$ cat src/rtl/fphub_pkg.sv
// Shared types and the operand classifier for the FPHUB special-case front end.
// The classifier walks a fixed-width body vector so one function serves any operand width.
package fphub_pkg;

  localparam int CW         = 3;
  localparam int MAX_BODY_W = 128;

  typedef enum logic [CW-1:0] {
    CASE_NONE   = 3'd0,
    CASE_INF_P  = 3'd1,
    CASE_INF_N  = 3'd2,
    CASE_ZERO_P = 3'd3,
    CASE_ZERO_N = 3'd4,
    CASE_ONE_P  = 3'd5,
    CASE_ONE_N  = 3'd6
  } fphub_case_e;

  // body holds the operand without its sign, zero-extended; bw is its real width.
  function automatic fphub_case_e classify(input logic                  sign,
                                           input logic [MAX_BODY_W-1:0] body,
                                           input int                    bw);
    logic all_ones;
    logic low_zero;
    logic top;
    all_ones = 1'b1;
    low_zero = 1'b1;
    top      = 1'b0;
    for (int i = 0; i < MAX_BODY_W; i++) begin
      if (i < bw)      all_ones = all_ones & body[i];
      if (i < bw - 1)  low_zero = low_zero & ~body[i];
      if (i == bw - 1) top      = body[i];
    end
    if (all_ones)      return sign ? CASE_INF_N : CASE_INF_P;
    else if (!low_zero) return CASE_NONE;
    else if (top)       return sign ? CASE_ONE_N : CASE_ONE_P;
    else                return sign ? CASE_ZERO_N : CASE_ZERO_P;
  endfunction

  function automatic logic is_inf(input fphub_case_e c);
    return (c == CASE_INF_P) || (c == CASE_INF_N);
  endfunction

  function automatic logic is_zero(input fphub_case_e c);
    return (c == CASE_ZERO_P) || (c == CASE_ZERO_N);
  endfunction

endpackage

$ cat src/rtl/fphub_lane_resolver.sv
// Per-lane bypass resolver: decides from the two case codes whether X+Y is known
// without the adder core and, if so, produces that sum.
module fphub_lane_resolver
  import fphub_pkg::*;
#(
  parameter int W = 32
) (
  input  logic [W-1:0] i_x,
  input  logic [W-1:0] i_y,
  input  fphub_case_e  i_x_case,
  input  fphub_case_e  i_y_case,
  output logic         o_bypass,
  output logic [W-1:0] o_result,
  output logic         o_invalid
);

  logic w_x_inf;
  logic w_y_inf;
  logic w_x_zero;
  logic w_y_zero;

  assign w_x_inf  = is_inf(i_x_case);
  assign w_y_inf  = is_inf(i_y_case);
  assign w_x_zero = is_zero(i_x_case);
  assign w_y_zero = is_zero(i_y_case);

  // Inf codes imply the raw operand is exactly the inf pattern, so forwarding it is safe.
  always_comb begin
    o_bypass  = 1'b0;
    o_result  = '0;
    o_invalid = 1'b0;
    if (w_x_inf && w_y_inf && (i_x_case != i_y_case)) begin
      o_bypass  = 1'b1;
      o_result  = {1'b0, {(W-1){1'b1}}};
      o_invalid = 1'b1;
    end else if (w_x_inf) begin
      o_bypass = 1'b1;
      o_result = i_x;
    end else if (w_y_inf) begin
      o_bypass = 1'b1;
      o_result = i_y;
    end else if (w_x_zero && w_y_zero) begin
      o_bypass = 1'b1;
      o_result = ((i_x_case == CASE_ZERO_N) && (i_y_case == CASE_ZERO_N)) ?
                 {1'b1, {(W-1){1'b0}}} : '0;
    end else if (w_x_zero) begin
      o_bypass = 1'b1;
      o_result = i_y;
    end else if (w_y_zero) begin
      o_bypass = 1'b1;
      o_result = i_x;
    end
  end

endmodule

$ cat src/rtl/fphub_special_case_unit.sv
// Multi-lane special-operand classifier and bypass resolver in front of the FPHUB adder:
// two register stages with valid/ready flow control and a saturating bypass counter.
module fphub_special_case_unit
  import fphub_pkg::*;
#(
  parameter  int M     = 23,
  parameter  int E     = 8,
  parameter  int LANES = 4,
  parameter  int CNT_W = 16,
  localparam int W     = E + M + 1
) (
  input  logic                  clk,
  input  logic                  rst_n,
  input  logic                  in_valid,
  output logic                  in_ready,
  input  logic [LANES*W-1:0]    in_x,
  input  logic [LANES*W-1:0]    in_y,
  output logic                  out_valid,
  input  logic                  out_ready,
  output logic [LANES*CW-1:0]   out_x_case,
  output logic [LANES*CW-1:0]   out_y_case,
  output logic [LANES-1:0]      out_bypass,
  output logic [LANES*W-1:0]    out_result,
  output logic [LANES-1:0]      out_invalid,
  input  logic                  cnt_clear,
  output logic [CNT_W-1:0]      special_count
);

  localparam int PCW   = $clog2(LANES + 1);
  localparam int SUM_W = CNT_W + PCW + 1;
  localparam logic [SUM_W-1:0] CNT_SAT = SUM_W'({CNT_W{1'b1}});

  logic             r_s1_valid;
  logic             r_s2_valid;
  logic             w_s1_adv;
  logic             w_s2_adv;
  logic [CNT_W-1:0] r_count;
  logic [PCW-1:0]   w_pop;
  logic [SUM_W-1:0] w_sum;

  // A stage may load when it is empty or the stage after it is draining.
  assign w_s2_adv      = !r_s2_valid || out_ready;
  assign w_s1_adv      = !r_s1_valid || w_s2_adv;
  assign in_ready      = w_s1_adv;
  assign out_valid     = r_s2_valid;
  assign special_count = r_count;

  always_ff @(posedge clk) begin
    if (!rst_n) begin
      r_s1_valid <= 1'b0;
      r_s2_valid <= 1'b0;
    end else begin
      if (w_s1_adv) r_s1_valid <= in_valid;
      if (w_s2_adv) r_s2_valid <= r_s1_valid;
    end
  end

  genvar gi;
  generate
    for (gi = 0; gi < LANES; gi++) begin : g_lane
      logic [W-1:0] w_x;
      logic [W-1:0] w_y;
      fphub_case_e  w_x_case;
      fphub_case_e  w_y_case;
      logic [W-1:0] r_s1_x;
      logic [W-1:0] r_s1_y;
      fphub_case_e  r_s1_x_case;
      fphub_case_e  r_s1_y_case;
      logic         w_bypass;
      logic [W-1:0] w_result;
      logic         w_invalid;
      fphub_case_e  r_s2_x_case;
      fphub_case_e  r_s2_y_case;
      logic         r_s2_bypass;
      logic [W-1:0] r_s2_result;
      logic         r_s2_invalid;

      assign w_x      = in_x[gi*W +: W];
      assign w_y      = in_y[gi*W +: W];
      assign w_x_case = classify(w_x[W-1], MAX_BODY_W'(w_x[W-2:0]), W - 1);
      assign w_y_case = classify(w_y[W-1], MAX_BODY_W'(w_y[W-2:0]), W - 1);

      always_ff @(posedge clk) begin
        if (!rst_n) begin
          r_s1_x      <= '0;
          r_s1_y      <= '0;
          r_s1_x_case <= CASE_NONE;
          r_s1_y_case <= CASE_NONE;
        end else if (w_s1_adv) begin
          r_s1_x      <= w_x;
          r_s1_y      <= w_y;
          r_s1_x_case <= w_x_case;
          r_s1_y_case <= w_y_case;
        end
      end

      fphub_lane_resolver #(
        .W (W)
      ) u_resolver (
        .i_x      (r_s1_x),
        .i_y      (r_s1_y),
        .i_x_case (r_s1_x_case),
        .i_y_case (r_s1_y_case),
        .o_bypass (w_bypass),
        .o_result (w_result),
        .o_invalid(w_invalid)
      );

      always_ff @(posedge clk) begin
        if (!rst_n) begin
          r_s2_x_case  <= CASE_NONE;
          r_s2_y_case  <= CASE_NONE;
          r_s2_bypass  <= 1'b0;
          r_s2_result  <= '0;
          r_s2_invalid <= 1'b0;
        end else if (w_s2_adv) begin
          r_s2_x_case  <= r_s1_x_case;
          r_s2_y_case  <= r_s1_y_case;
          r_s2_bypass  <= w_bypass;
          r_s2_result  <= w_result;
          r_s2_invalid <= w_invalid;
        end
      end

      assign out_x_case[gi*CW +: CW] = r_s2_x_case;
      assign out_y_case[gi*CW +: CW] = r_s2_y_case;
      assign out_bypass[gi]          = r_s2_bypass;
      assign out_result[gi*W +: W]   = r_s2_result;
      assign out_invalid[gi]         = r_s2_invalid;
    end
  endgenerate

  always_comb begin
    w_pop = '0;
    for (int i = 0; i < LANES; i++) begin
      w_pop = w_pop + PCW'(out_bypass[i]);
    end
  end

  assign w_sum = SUM_W'(r_count) + SUM_W'(w_pop);

  // A clear in the same cycle as a handshake wins and drops that cycle's increment.
  always_ff @(posedge clk) begin
    if (!rst_n) begin
      r_count <= '0;
    end else if (cnt_clear) begin
      r_count <= '0;
    end else if (r_s2_valid && out_ready) begin
      r_count <= (w_sum > CNT_SAT) ? {CNT_W{1'b1}} : w_sum[CNT_W-1:0];
    end
  end

endmodule

$ cat config.mk
export PLATFORM = sky130hd
export DESIGN_NAME = fphub_special_case_unit
export DESIGN_NICKNAME = d
export VERILOG_FILES = /design/src/rtl/fphub_pkg.sv /design/src/rtl/fphub_lane_resolver.sv /design/src/rtl/fphub_special_case_unit.sv
export SDC_FILE = /design/constraint.sdc
export NUM_CORES = 1
export LEC_CHECK = 0
export CAP_MARGIN = 0
export CORE_MARGIN = 1.5
export CORE_UTILIZATION = 51
export CTS_CLUSTER_SIZE = 24
export DETAILED_ROUTE_END_ITERATION = 8
export PLACE_DENSITY = 0.81
export SYNTH_ARGS = -nofsm -noshare
export SYNTH_HDL_FRONTEND = slang
export SYNTH_SLANG_ARGS = --single-unit
$ cat constraint.sdc
create_clock -name clk -period 3.2 [get_ports clk]
set_input_delay 0.64 -clock clk [delete_from_list [all_inputs] [get_ports clk]]
set_output_delay 0.64 -clock clk [all_outputs]
set_load 0.03 [all_outputs]
Word level (Yosys, flattened, before mapping)
Cells that the tools add are included.

Order comparisons: 1. Add/sub/neg operators: 4. Bitwise logic cells: 713. Reductions and logical operators: 38. Multiplexer cells: 105. Eq/ne operators: 36.

Operators with widths (number): 2-to-1 mux 32 bit (28); AND 1 bit (472); inverter 1 bit (241); 2-to-1 mux 3 bit (32); equality test 3 x 2 -> 1 bit (second input constant) (16); 2-to-1 mux 2 bit (16); 2-to-1 mux 1 bit (28); equality test 3 x 1 -> 1 bit (second input constant) (8); equality test 3 bit (second input constant) (8); logical OR 1 bit (18); adder 16 x 3 -> 17 bit (1); greater-than comparator 17 x 16 -> 1 bit (second input constant) (1); logical AND 1 bit (17); 2-to-1 mux 16 bit (1); inequality test 3 bit (4); adder 2 x 1 -> 3 bit (1); adder 3 x 1 -> 3 bit (1); adder 1 x 1 -> 2 bit (1); logical NOT 1 bit (2); OR reduction 2 bit (1).

Output and inout port bits: 178. Word-level logic and storage cells: 936. Bits in registers: 458. Bits of input ports: 261.

Depth between registers and ports, before layout
Gate-level depths: netlist (run 1).

Depth after elaboration: 32. Mapped depth: 10. Gate-level depth less buffers: 10.

Hierarchy
From an unflattened synthesis (run 1), not the netlist that was laid out.

Cells, all modules: 2555. Area total of the unflattened synthesis: 21506.9 µm².

By module, submodules not included: fphub_special_case_unit (area each 18529.0 µm², cells an instance 2215, seq. area each 9168.8 µm², instances 1); fphub_lane_resolver (area each 744.5 µm², cells an instance 85, seq. area each 0.0 µm², instances 4).

Worst setup path after synthesis (run 1)
OpenSTA, ideal clock, no wires.

Path kind: register -> register. Start point: register r_count[0] (netlist: special_count[0]). End point: register r_count[10] (netlist: special_count[10]). Cell stages (with the launch flop): 11. Path buffers: 1. Clock period less this slack: 2625 ps. Required time: 3130 ps. Library setup time: 70 ps. Slack: 575 ps. Data arrival time: 2555 ps. Cells stage by stage: dfxtp_1 -> fa_1 -> inv_1 -> fa_1 -> inv_1 -> fa_1 -> nand3_1 -> nor4_4 -> nand3_1 -> clkbuf_1 -> a21oi_1.

Word-level cells in the longest chain between the ends: 3.

RTL lines: start: declaration (line fphub_special_case_unit.sv:37) `logic [CNT_W-1:0] r_count;`; start signal: assignment (line fphub_special_case_unit.sv:149) `r_count <= (w_sum > CNT_SAT) ? {CNT_W{1'b1}} : w_sum[CNT_W-1:0];`; adder 16 x 3 -> 17 bit (*) (line fphub_special_case_unit.sv:140) `assign w_sum = SUM_W'(r_count) + SUM_W'(w_pop);`; greater-than comparator 17 x 16 -> 1 bit (line fphub_special_case_unit.sv:149); 2-to-1 mux 16 bit (*) (line fphub_special_case_unit.sv:149).

Every way passes the cells marked *; elsewhere a longest branch is shown, timed or not. A chain may end at the register's enable or synchronous reset.

Final worst setup path (run 1)
Start point: input out_ready. End point: output in_ready.

Word-level cells in the longest chain between the ends: 2.

RTL lines: start: declaration (line fphub_special_case_unit.sv:19) `input logic out_ready,`; logical OR 1 bit (line fphub_special_case_unit.sv:42) `assign w_s2_adv = !r_s2_valid || out_ready;`; logical OR 1 bit (line fphub_special_case_unit.sv:43) `assign w_s1_adv = !r_s1_valid || w_s2_adv;`; end: declaration (line fphub_special_case_unit.sv:15) `output logic in_ready,`.

No other way between the ends.

==> flow_metrics.env, run 1 <==
export IMPL_routed_via_density=5.94
export IMPL_end_kind="output pin"
export IMPL_setup_violations=0
export IMPL_fin_crit_sh_pct=93.9
export IMPL_drv_cap=0
export IMPL_cts_setup_buffers=0
export IMPL_timing_hold_ws_ns=0.449
export IMPL_portBuffers=438
export IMPL_pre_cts_slack_ns=0.0205
export IMPL_post_drt_wl_per_cell_um=18.8
export IMPL_reg2regPathDepth=9
export IMPL_setup_tns_ns=0
export IMPL_synth_area_leaders="dfxtp_1 48%, nand2_1 13%, a21oi_1 10%"
export IMPL_yosys_warnings=0
export IMPL_ys_types=63
export IMPL_final_area_um2=25300
export IMPL_regToRegSetupSlack_ns=0.28
export IMPL_synthTopCellsByCount="642 x nand2_1, 458 x dfxtp_1, 383 x a21oi_1"
export IMPL_syn_area_um2=19300
export IMPL_cts_tree="built"
export IMPL_status="finished, violations left"
export IMPL_synthFlopType="dfxtp_1"
export IMPL_hold_viol_final=0
export IMPL_vias=19600
export IMPL_synthArstFlopShare_pct=0
export IMPL_violations="max-slew violations"
export IMPL_yosysMostFrequentCell="nand2_1"
export IMPL_ys_seq_elements=458
export IMPL_ys_seq_area_share_pct=47.6
export IMPL_rows=71
export IMPL_cts_made_buffers=47
export IMPL_layout_setup_ws_ns=0.196
export IMPL_grt_pass1_wl_mm=97.6
export IMPL_grt_max_degree=273
export IMPL_fp_dieW_um=197
export IMPL_cts_num_sinks=458
export IMPL_power_leakage_nw=9.10
export IMPL_placed_cells=3226
export IMPL_antenna_found_initial=3
export IMPL_dr_pass1_iters=5
export IMPL_synth_area_leader_cell="dfxtp_1"
export IMPL_synthAdderAreaFrac_pct=0.896
export IMPL_worst_pin_slew_ns=1.64
export IMPL_drc=0
export IMPL_cts_path_max_buffers=3
export IMPL_max_vdd_ir_drop_uv=441
export IMPL_area_delta_synth_final_pct=31.2
export IMPL_first_global_vias=18900
export IMPL_first_iter_violations=1549
export IMPL_synthMuxAreaShare_pct=0.0520
export IMPL_cts_root_buffer="clkbuf_16"
export IMPL_min_from="g_lane[2].r_s1_x[26]$_SDFFE_PN0P_"
export IMPL_cts_max_level=2
export IMPL_max_freq_ghz=0.333
export IMPL_rsz0062_at_grt="no"
export IMPL_antenna_left=0
export IMPL_crit_type="input port to output pin"
export IMPL_synth_area_per_cell_um2=7.86
export IMPL_hold_buffers=0
export IMPL_slew_viol_final=124
export IMPL_dp_hpwl_mm=40.9
export IMPL_worst_ep_arrival_time_ns=2.36
export IMPL_pin_count=439
export IMPL_hold_class="flop to flop"
export IMPL_synth_compound_area_share_pct=22.2
export IMPL_path_clk_slew_ns=0.06
export IMPL_r2r_end="special_count[4]$_SDFFE_PP0P_"
export IMPL_rr_startpoint="special_count[0]$_SDFFE_PP0P_"
export IMPL_postCtsResizedCells=0
export IMPL_die_area_um2=38900
export IMPL_critPathMaxFanout=6
export IMPL_layout_cells_non_filler=3307
export IMPL_placed_area_um2=23700
export IMPL_slew_headroom_pct=-9.21
export IMPL_drive_gt1_share_pct=4.97
export IMPL_start_util_pct=51.5
export IMPL_cp_start_kind="input port"
export IMPL_routed_wirelength_mm=62.1
export IMPL_grt_usage_pct=30.8
export IMPL_fin_nets=3037
export IMPL_synth_top_cell_area_share_pct=47.6
export IMPL_dieHeight_um=197
export IMPL_holdPathStages=2
export IMPL_synthesis_nets=2725
export IMPL_period_minus_slack_ns=3.00
export IMPL_gp_congestion=0.915
export IMPL_finClkSkew_ns=0.0146
export IMPL_worstPathRequired_ns=2.56
export IMPL_syn_inst=2452
export IMPL_grt_remaining_overflow=0
export IMPL_synth_xor_area_share_pct=1.00
export IMPL_min_to="g_lane[2].r_s1_x[26]$_SDFFE_PN0P_"
export IMPL_yosys_area_share_simple_pct=22.9
export IMPL_power_density_nw_per_um2=504
export IMPL_synth_edf_count=0
export IMPL_synth_top_family_by_area="simple AND/OR/NAND/NOR gates"
export IMPL_core_region_area_um2=37400
export IMPL_clkLatencyLatePin_ns=0.57
## sequential cells by signal (all words and copies together) (netlist names)
register,cells
g_lane.r_s2_bypass,4
out_valid,1
g_lane.r_s2_invalid,4
g_lane.r_s2_x_case,12
g_lane.r_s1_y_case,12
g_lane.r_s1_x_case,12
r_s1_valid,1
g_lane.r_s2_y_case,12
special_count,16
g_lane.r_s2_result,128
g_lane.r_s1_x,128
g_lane.r_s1_y,128
## report_power, final
part | leakage [nW] | switching, mW | internal [mW]
registers | 3.77 | 0.131 | 5.93
clock network | 0.769 | 2.24 | 3.27
logic | 4.56 | 0.636 | 0.539
total | 9.10 | 3.01 | 9.74
## critical path, stage by stage
cell             delay, ns
clkdlybuf4s50_1       0.65
nor2b_4               0.08
and2_4                0.21
inv_8                 0.06
clkdlybuf4s50_1       0.71
## cell families (layout without fill, tap and decap cells)
| group | Yosys count | count (layout) |
|---|---|---|
| compound gates | 744 | 744 |
| xor+xnor | 22 | 22 |
| fa+ha+maj | 12 | 12 |
| buf+inv | 235 | 577 |
| flops | 458 | 458 |
| mux | 1 | 1 |
| other cells | 0 | 2 |
| simple gates | 980 | 980 |
## cells in the final DEF, fill, tap and decap left out, types with 4 or more instances in the layout
cell type        count
nor4bb_1             8
nor4_1              73
buf_4               31
clkinv_2             9
xor2_1               9
dfxtp_1            458
buf_12               4
xnor2_1             13
clkdlybuf4s50_1    437
inv_1               24
nand4b_1             4
nand3_1             18
a211oi_1             9
nor3_1               7
a21oi_1            382
nand2_1            642
o211ai_1             4
a31o_2               9
nand4_1             70
a221oi_1            32
a21o_1               4
clkbuf_16           49
nand3b_1             6
clkbuf_1             7
or3_1               45
nand2b_1             4
o21ai_0            149
o22a_1               8
clkbuf_8            11
a22oi_1             62
or3b_2               4
a31oi_1             63
nor2_1              75
ha_1                 9
## metrics by stage
stage / util [%] / total power [mW]
floorplan: - / 6.66
global placement: 63.4 / 7.31
detailed placement: 63.4 / 7.34
CTS: 67.6 / 12.8
global route: 67.6 / 13.1
finish: 67.6 / 12.7
## worst max path at each step
stage                                              from                                     end  slack (ns)  cells after the start
after detailed placement                      out_ready  g_lane[0].r_s2_result[31]$_SDFFE_PN0P_        0.02                      6
after global routing      special_count[0]$_SDFFE_PP0P_           special_count[1]$_SDFFE_PP0P_        0.07                      9
final                                         out_ready                                in_ready        0.20                      5
after CTS                                     out_ready                                in_ready        0.19                      5
after global placement                        out_ready  g_lane[0].r_s2_result[31]$_SDFFE_PN0P_        0.09                      6
after floorplan           special_count[0]$_SDFFE_PP0P_          special_count[10]$_SDFFE_PP0P_        0.57                     10
## layout make-up
| cell class | count | area, µm² |
|---|---|---|
| fillers | 3056 | 12100 |
| repair buffers | 472 | 4690 |
| clock buffers | 67 | 1400 |
| diodes | 2 | 5.00 |
| flip-flops and latches | 458 | 9170 |
| inverters | 26 | 113 |
| multi-input cells | 1759 | 9120 |
| clock inverters | 12 | 135 |
| well taps | 511 | 639 |
## routing by layer
metal | vias up | GRT usage [%] | share of wire (%) | wire length (µm)
li1 | 9272 | - | - | -
met1 | 9231 | 39.6 | 41 | 25400
met2 | 963 | 50.1 | 46 | 28800
met3 | 179 | 5.87 | 8.8 | 5500
met4 | 2 | 14.2 | 3.9 | 2400
met5 | - | 0 | 0.021 | 13
No activity file was read; power rests on OpenSTA's default activity.
==> run 2, diff against run 1 <==
--- a/config.mk
+++ b/config.mk
@@ -6,11 +6,10 @@
 export NUM_CORES = 1
 export LEC_CHECK = 0
 export CAP_MARGIN = 0
-export CORE_MARGIN = 1.5
-export CORE_UTILIZATION = 51
+export CORE_MARGIN = 1
+export CORE_UTILIZATION = 30
 export CTS_CLUSTER_SIZE = 24
 export DETAILED_ROUTE_END_ITERATION = 8
-export PLACE_DENSITY = 0.81
 export SYNTH_ARGS = -nofsm -noshare
 export SYNTH_HDL_FRONTEND = slang
 export SYNTH_SLANG_ARGS = --single-unit
==> constraint.sdc (replaced) <==
create_clock -name clk -period 3.2 [get_ports clk]
set_input_delay 0.48 -clock clk [delete_from_list [all_inputs] [get_ports clk]]
set_output_delay 0.48 -clock clk [all_outputs]
set_load 0.03 [all_outputs]
==> run 2 against run 1 <==
Net effect: the flow now finishes without violations; hold slack about the same; clock skew increased by 0.00062 ns; final cell count increased by 11%; maximum frequency increased by 4.3%; setup slack improved by 0.12 ns; non-clock buffer count unchanged; power increased by 4.9%; via count decreased by 1.2%; sequential share of layout area decreased by 1.0 points; critical endpoint is now special_count[6]$_SDFFE_PP0P_; largest cell class unchanged; largest power group is now the clock network.
==> flow_metrics.env, run 2 (synthesized netlist as in run 1, its figures left out) <==
export IMPL_multiInputGateArea_um2=9130
export IMPL_reg2regPathDepth=9
export IMPL_grt_remaining_overflow=0
export IMPL_p_clk_share_pct=45.7
export IMPL_power_density_nw_per_um2=514
export IMPL_postCtsResizedCells=0
export IMPL_dr_pass1_iters=7
export IMPL_power_switching_mw=3.24
export IMPL_pin_count=439
export IMPL_dieHeight_um=255
export IMPL_fin_nets=3041
export IMPL_rows=92
export IMPL_p_int_mw=10.1
export IMPL_path_clk_slew_ns=0.06
export IMPL_combPwrFrac_pct=9.0
export IMPL_end_kind="flop"
export IMPL_grt_pass1_wl_mm=108
export IMPL_clkLatencyLatePin_ns=0.58
export IMPL_worstPathRequired_ns=3.69
export IMPL_grt_max_degree=111
export IMPL_routed_wirelength_mm=69.4
export IMPL_rsz0062_at_grt="no"
export IMPL_fin_crit_sh_pct=90.0
export IMPL_fp_dieW_um=255
export IMPL_antenna_left=0
export IMPL_largestRegisters="g_lane.r_s1_x (128), g_lane.r_s1_y (128), g_lane.r_s2_result (128)"
export IMPL_power_leakage_nw=9.23
export IMPL_final_cell_mix="642 x nand2_1, 458 x dfxtp_1, 436 x clkdlybuf4s50_1, 382 x a21oi_1, 149 x o21ai_0"
export IMPL_hold_buffers=0
export IMPL_regToRegSetupSlack_ns=0.32
export IMPL_post_drt_wl_per_cell_um=19.0
export IMPL_cts_root_buffer="clkbuf_16"
export IMPL_hold_viol_final=0
export IMPL_drc=0
export IMPL_grt_usage_pct=20.5
export IMPL_vias=19400
export IMPL_worst_pin_slew_ns=0.892
export IMPL_worst_ep_arrival_time_ns=3.37
export IMPL_first_global_vias=19000
export IMPL_first_iter_violations=1278
export IMPL_routed_via_density=5.31
export IMPL_dp_hpwl_mm=47.2
export IMPL_cts_made_buffers=51
export IMPL_antenna_found_initial=1
export IMPL_gp_congestion=0.907
export IMPL_finClkSkew_ns=0.0152
export IMPL_nFillCells=6309
export IMPL_min_to="g_lane[1].r_s1_y[25]$_SDFFE_PN0P_"
export IMPL_max_freq_ghz=0.347
export IMPL_holdPathStages=2
export IMPL_period_minus_slack_ns=2.88
export IMPL_cts_setup_buffers=0
export IMPL_max_vdd_ir_drop_uv=351
export IMPL_portBuffers=438
export IMPL_cts_path_max_buffers=3
export IMPL_slew_headroom_pct=40.6
export IMPL_crit_type="flop to flop"
export IMPL_final_common_cell="nand2_1"
export IMPL_p_sw_share_pct=24.3
export IMPL_area_delta_synth_final_pct=34.9
export IMPL_cts_num_sinks=458
export IMPL_core_region_area_um2=63300
export IMPL_rr_startpoint="special_count[0]$_SDFFE_PP0P_"
export IMPL_status="finished clean"
export IMPL_drive_gt1_share_pct=5.69
export IMPL_power_mw=13.4
export IMPL_area_sequential_um2=9170
export IMPL_critPathMaxFanout=13
export IMPL_drv_cap=0
export IMPL_die_area_um2=65200
export IMPL_cts_max_level=2
export IMPL_cp_start_kind="flop"
export IMPL_r2r_end="special_count[6]$_SDFFE_PP0P_"
export IMPL_start_util_pct=30.4
export IMPL_hold_class="flop to flop"
export IMPL_slew_viol_final=0
export IMPL_pwr_share_seq_pct=45.3
export IMPL_cts_tree="built"
export IMPL_setup_tns_ns=0
export IMPL_setup_violations=0
export IMPL_min_from="g_lane[1].r_s1_y[25]$_SDFFE_PN0P_"
run 2: cell count changes in the layout (fill, tap and decap cells not counted), moves of 3 or more:
cell	change
buf_4	-4
inv_6	+4
clkinvlp_4	+3
clkbuf_8	+6
buf_12	+5
run 2: worst max-delay path, cell delays in order (launching register included):
cell	delay [ns]
dfxtp_1	0.34
fa_1	0.53
inv_1	0.05
fa_1	0.38
inv_1	0.10
fa_1	0.19
nand3_1	0.17
nor4_4	0.32
nand3_1	0.45
a21oi_1	0.27
run 2: how the worst max path moves through the flow:
stage	startpoint	to	cells after the start
2_1_floorplan	special_count[0]$_SDFFE_PP0P_	special_count[10]$_SDFFE_PP0P_	10
3_3_place_gp	special_count[0]$_SDFFE_PP0P_	special_count[1]$_SDFFE_PP0P_	9
3_5_place_dp	special_count[0]$_SDFFE_PP0P_	special_count[6]$_SDFFE_PP0P_	9
4_1_cts	special_count[0]$_SDFFE_PP0P_	special_count[6]$_SDFFE_PP0P_	9
5_1_grt	special_count[0]$_SDFFE_PP0P_	special_count[6]$_SDFFE_PP0P_	9
6_report	special_count[0]$_SDFFE_PP0P_	special_count[6]$_SDFFE_PP0P_	9
run 2: final cells by class:
type / instances / share of cell area (%)
repair buffers: 472 / 18.3
inverters: 26 / 0.433
flip-flops and latches: 458 / 35.3
well taps: 846 / 4.07
clock inverters: 23 / 0.929
clock buffers: 73 / 5.88
diodes: 1 / 0.00963
multi-input cells: 1759 / 35.1
run 2: power groups by stage:
stage / registers [mW] / logic [mW] / clock network [mW]
6_report: 6.06 / 1.20 / 6.10
3_3_place_gp: 6.17 / 1.18 / 0
3_5_place_dp: 6.18 / 1.20 / 0
4_1_cts: 6.06 / 1.20 / 6.25
2_1_floorplan: 6.22 / 0.437 / 0
5_1_grt: 6.08 / 1.30 / 6.49
run 2: layer usage:
metal	GRT usage, %	vias up	part of all wire, %
li1	-	9299	-
met4	6.14	0	2.6
met3	3.81	117	6.7
met2	34.1	720	47
met1	26.7	9282	43
met5	0	-	0
run 2: through the flow:
stage / worst slack (ns) / std cells / util, % / hold WS, ns / cell area (µm²)
after floorplan: 0.575 / 2452 / - / 0.431 / 19300
after global placement: 0.427 / 3561 / 38.3 / 0.437 / 24200
after detailed placement: 0.327 / 3561 / 38.3 / 0.443 / 24200
after CTS: 0.319 / 3657 / 41.1 / 0.416 / 26000
after global routing: 0.0410 / 3658 / 41.1 / 0.448 / 26000
final: 0.321 / 3658 / 41.1 / 0.449 / 26000
